[src/rtl/turbo_iter_ctrl.sv]
// Turbo decoder iteration scheduler: loads the three soft-symbol banks, then
// alternates natural/interleaved SISO half-iterations until early stop or MAX_ITER.
module turbo_iter_ctrl #(
    parameter int K        = 16,
    parameter int ADDR_W   = 4,
    parameter int MAX_ITER = 16,
    parameter int MIN_ITER = 2,
    parameter int ILV_P    = 5,
    parameter int ILV_OFS  = 3,
    parameter int ITER_W   = 5
) (
    input  logic              i_clk,
    input  logic              i_rst_n,
    input  logic              i_start,
    input  logic              i_data_valid,
    input  logic              i_siso_done,
    input  logic              i_hard_match,
    output logic              o_busy,
    output logic              o_load_en,
    output logic [1:0]        o_load_bank,
    output logic [ADDR_W-1:0] o_load_addr,
    output logic              o_siso_en,
    output logic              o_siso_sel,
    output logic [ADDR_W-1:0] o_siso_addr,
    output logic [ITER_W-1:0] o_iter_cnt,
    output logic              o_done,
    output logic              o_early
);

    typedef enum logic [2:0] {
        S_IDLE,
        S_LOAD,
        S_HALF1,
        S_WAIT1,
        S_HALF2,
        S_WAIT2,
        S_OUT
    } state_t;

    localparam logic [ADDR_W-1:0] ADDR_LAST = ADDR_W'(K - 1);
    localparam logic [ADDR_W-1:0] PI_STEP   = ADDR_W'(ILV_P);
    localparam logic [ADDR_W-1:0] PI_START  = ADDR_W'(ILV_OFS);
    localparam logic [ITER_W-1:0] ITER_MIN  = ITER_W'(MIN_ITER);
    localparam logic [ITER_W-1:0] ITER_MAX  = ITER_W'(MAX_ITER);

    state_t              state_q, state_d;
    logic [1:0]          bank_q, bank_d;
    logic [ADDR_W-1:0]   laddr_q, laddr_d;
    logic [ADDR_W-1:0]   k_q, k_d;
    logic [ADDR_W-1:0]   pi_q, pi_d;
    logic [ITER_W-1:0]   iter_q, iter_d;
    logic                early_q, early_d;
    logic [ITER_W-1:0]   iter_nxt;

    always_ff @(posedge i_clk or negedge i_rst_n) begin
        if (!i_rst_n) begin
            state_q <= S_IDLE;
            bank_q  <= '0;
            laddr_q <= '0;
            k_q     <= '0;
            pi_q    <= '0;
            iter_q  <= '0;
            early_q <= 1'b0;
        end else begin
            state_q <= state_d;
            bank_q  <= bank_d;
            laddr_q <= laddr_d;
            k_q     <= k_d;
            pi_q    <= pi_d;
            iter_q  <= iter_d;
            early_q <= early_d;
        end
    end

    always_comb begin
        state_d  = state_q;
        bank_d   = bank_q;
        laddr_d  = laddr_q;
        k_d      = k_q;
        pi_d     = pi_q;
        iter_d   = iter_q;
        early_d  = early_q;
        iter_nxt = iter_q + ITER_W'(1);

        case (state_q)
            S_IDLE: begin
                if (i_start) begin
                    state_d = S_LOAD;
                    bank_d  = '0;
                    laddr_d = '0;
                    iter_d  = '0;
                    early_d = 1'b0;
                end
            end
            S_LOAD: begin
                // bank/addr form count = bank*K + addr, so no divider is needed
                if (i_data_valid) begin
                    if (laddr_q == ADDR_LAST) begin
                        laddr_d = '0;
                        if (bank_q == 2'd2) begin
                            state_d = S_HALF1;
                            k_d     = '0;
                        end else begin
                            bank_d = bank_q + 2'd1;
                        end
                    end else begin
                        laddr_d = laddr_q + ADDR_W'(1);
                    end
                end
            end
            S_HALF1: begin
                k_d = k_q + ADDR_W'(1);
                if (k_q == ADDR_LAST) begin
                    state_d = S_WAIT1;
                end
            end
            S_WAIT1: begin
                if (i_siso_done) begin
                    state_d = S_HALF2;
                    k_d     = '0;
                    pi_d    = PI_START;
                end
            end
            S_HALF2: begin
                // pi(k+1) = pi(k) + P wraps mod K because K is a power of two
                k_d  = k_q + ADDR_W'(1);
                pi_d = pi_q + PI_STEP;
                if (k_q == ADDR_LAST) begin
                    state_d = S_WAIT2;
                end
            end
            S_WAIT2: begin
                if (i_siso_done) begin
                    iter_d = iter_nxt;
                    if (i_hard_match && (iter_nxt >= ITER_MIN)) begin
                        state_d = S_OUT;
                        early_d = 1'b1;
                    end else if (iter_nxt == ITER_MAX) begin
                        state_d = S_OUT;
                        early_d = 1'b0;
                    end else begin
                        state_d = S_HALF1;
                        k_d     = '0;
                    end
                end
            end
            S_OUT: begin
                state_d = S_IDLE;
            end
            default: begin
                state_d = S_IDLE;
            end
        endcase
    end

    always_comb begin
        o_busy      = (state_q != S_IDLE);
        o_load_en   = (state_q == S_LOAD) && i_data_valid;
        o_load_bank = (state_q == S_LOAD) ? bank_q : 2'd0;
        o_load_addr = (state_q == S_LOAD) ? laddr_q : '0;
        o_siso_en   = (state_q == S_HALF1) || (state_q == S_HALF2);
        o_siso_sel  = (state_q == S_HALF2);
        o_siso_addr = (state_q == S_HALF1) ? k_q :
                      (state_q == S_HALF2) ? pi_q : '0;
        o_iter_cnt  = iter_q;
        o_done      = (state_q == S_OUT);
        o_early     = (state_q == S_OUT) && early_q;
    end

endmodule

[config.mk]
export PLATFORM = sky130hd
export DESIGN_NAME = turbo_iter_ctrl
export DESIGN_NICKNAME = d
export VERILOG_FILES = /design/src/rtl/turbo_iter_ctrl.sv
export SDC_FILE = /design/constraint.sdc
export NUM_CORES = 1
export LEC_CHECK = 0
export ABC_AREA = 1
export CAP_MARGIN = 30
export CORE_ASPECT_RATIO = 1.1
export CORE_MARGIN = 1
export CORE_UTILIZATION = 30
export CTS_BUF_LIST = sky130_fd_sc_hd__clkbuf_16
export CTS_CLUSTER_DIAMETER = 40
export CTS_CLUSTER_SIZE = 16
export DETAILED_ROUTE_END_ITERATION = 8
export GPL_ROUTABILITY_DRIVEN = 0
export GPL_TIMING_DRIVEN = 1
export RECOVER_POWER = 100
export SLEW_MARGIN = 30
export SYNTH_ARGS = -nofsm -noshare
export SYNTH_HDL_FRONTEND = slang
export SYNTH_SLANG_ARGS = --single-unit
export TNS_END_PERCENT = 30
[constraint.sdc]
create_clock -name i_clk -period 2 [get_ports i_clk]
set_input_delay 0.3 -clock i_clk [delete_from_list [all_inputs] [get_ports i_clk]]
set_output_delay 0.3 -clock i_clk [all_outputs]
set_load 0.01 [all_outputs]
==> results.toml <==
[detailed_routing]
routed_wl_um = 3360
wl_met1_um = 1580
wl_met3_um = 101
firstDrtPassIters = 4
drc = 0
num_vias = 1380
ant_nets = 0
vias_per_cell = 4.63
first_iter_violations = 100
highest_layer = "met4"
wl_met2_um = 1630
drt-wirelength-per-cell_um = 11.3

[power_and_ir_drop]
cellPowerDensity_nw_per_um2 = 1300
ir_drop_mv = 0.387
p_leak_nw = 1.05

[yosys]
ys_seq_elements = 23
synthArstFlopShare = 1.00
synth_warnings = 0
avgSynthCellArea_um2 = 7.26
synth_seq_area_share = 0.381
syn_inst = 208
synth-edff-count = 0
synth.distinct_cells = 26
synth_fp_nets = 221
syn_area_um2 = 1510
synth-main-ff-cell = "dfrtp_1"

[floorplanning]
io_pins = 27
fp-row-count = 26
die_y_um = 76.4
core_um2 = 4750
design.die.area_um2 = 5320
start_util = 0.318
die_width_um = 69.7

[global_route]
antenna_found_initial = 0
grt_pass1_wl_um = 5770
grt_start_max_net_pins = 24
globalRoute.totalOverflow = 0
grt_util_all_layers = 0.132
first_global_vias = 1313

[layout]
postLayoutCellArea_um2 = 1950
nets = 256
final_common_cell = "nand2_1"
diodes = 0
final_cell_mix = "nand2_1, inv_1, nor2_1, dfrtp_1, nand3_1"
drive_gt1_frac = 0.120
syn_to_final_growth_pct = 29.3

[sta]
fmax_mhz = 501
slew_viol_final = 0
slew_headroom = 0.141
min_period_ns = 2.00
fin_crit_sh = 0.998
final-setup-viol-count = 0
tightest_slew_ns = 1.29
rsz0062_at_grt = "true"
fin_setup_tns_ns = 0
fin_skew_ns = 0.00239
final_hold_viol_count = 0

[clocking]
cts_max_level = 1
insertion_delay_ns = 0.26
cts_tree = "done"
cts_sinks = 23
root_buffer = "clkbuf_16"
cts_buffers = 3
clkSlewWorstSetupHoldPaths_ns = 0.06
cts_buffer_depth = 2

[critical_path]
cp-end-kind = "primary output"
crit_slowest_cell = "dlygate4sd3_1"
crit_chain = "nor2_2 > nand2_2 > dlygate4sd3_1"
critPathLaunchType = "flip-flop"
worstSetupEndpoint = "o_busy"
critPathMaxStageDelay_ns = 0.63
required_ns = 1.70
path_class = "reg2out"
rr_startpoint = "state_q[1]$_DFFE_PN0P_"
worstPathBufferInverterCount = 1
r2r_cells = 10
crit_start = "state_q[1]$_DFFE_PN0P_"
worst-path-stages = 3
r2r_setup_slack_ns = 0.27
cp_max_fo = 5
crit_family = "buffers and inverters"
critical_path_arrival_ns = 1.70
reg2reg_to = "state_q[0]$_DFFE_PN0P_"

[run]
cap_viol_max_count = 0

[worst_hold_path]
hp-class = "reg2reg"
worstHoldStart = "early_q$_DFFE_PN0P_"

[placement]
hpwl_um = 2550
dpl_cell_area_um2 = 1860
io_buffers = 26

[run_status]
status = "finished clean"
==> final cells by class <==
type / instances / area (um2)
fillers: 507 / 2800
multi-input cells: 145 / 787
flip-flops and latches: 23 / 579
repair buffers: 31 / 288
inverters: 39 / 149
clock buffers: 3 / 75.1
well taps: 56 / 70.1
clock inverters: 1 / 5.00
==> through the flow <==
stage	worst slack [ns]	instances	hold WS, ns	utilization	power (mW)
floorplan	0.474	208	0.00441	-	1.67
global placement	0.157	292	0.452	0.391	2.09
detailed placement	0.135	292	0.455	0.391	2.10
CTS	-0.0155	297	0.411	0.413	2.59
global route	-0.0209	298	0.507	0.411	2.77
finish	0.00336	298	0.466	0.411	2.54
==> logic make-up after synthesis <==
logic type / after synthesis / share of synthesized area
AOI/OAI and AO/OA: 34 / 0.134
buffers and inverters: 40 / 0.102
and+or+nand+nor: 100 / 0.302
DFF: 23 / 0.381
adders and majority gates: 7 / 0.0580
xor gates and xnor gates: 4 / 0.0232
==> where the power goes <==
part	leakage, nW	internal [mW]	switching (mW)
logic	0.714	0.508	0.795
registers	0.296	0.619	0.165
clock network	0.0409	0.270	0.178
total	1.05	1.40	1.14
==> how the worst min path moves through the flow <==
stage | endpoint | cells after the start
detailed placement | early_q$_DFFE_PN0P_ | 2
CTS | laddr_q[3]$_DFFE_PN0P_ | 2
global route | early_q$_DFFE_PN0P_ | 2
finish | early_q$_DFFE_PN0P_ | 2
floorplan | bank_q[0]$_DFFE_PN0P_ | 0
global placement | early_q$_DFFE_PN0P_ | 2
==> repair_timing <==
action,CTS,global route
hold buffers,0,0
endpoints found under the setup margin,14,10
hold endpoints to repair,0,0
resized for setup,12,11
pin swaps,1,1
buffers inserted,1,1
==> registers in the layout, indices dropped and copies added (netlist names) <==
signal and count:
o_iter_cnt 5, k_q 4, laddr_q 4, pi_q 4
state_q 3, bank_q 2, early_q 1
==> worst register-to-register path, delay by kind of cell (launching register included) <==
family	cells	cell delay, ns
flip-flops	1	0.46
AO/OA/AOI/OAI	2	0.18
AND/OR/NAND/NOR	6	0.73
buffers and inverters	2	0.24
==> metal layers <==
layer,global-route usage,vias to the layer above
met2,0.225,25
met5,0,-
met1,0.171,620
met3,0.0159,5
met4,0.0480,0
li1,-,730
==> synth_stat cells (2+ instances only) <==
library cell   n  area [um2]
o22ai_1        8        50.1
xor2_1         3        26.3
nand3_2        2        20.0
nand4_1        3        18.8
nand3_1       13        65.1
o21ai_0       10        50.1
ha_1           7        87.6
nor2_1        19        71.3
a21oi_1        7        35.0
inv_1         37         139
nand2_1       49         184
o31ai_1        2        15.0
nand2_2        4        25.0
dfrtp_1       23         576
nor2_4         2        22.5
nor2_2         5        31.3
o21ai_1        4        20.0
inv_2          2        7.51
No activity file was read; power rests on OpenSTA's default activity.
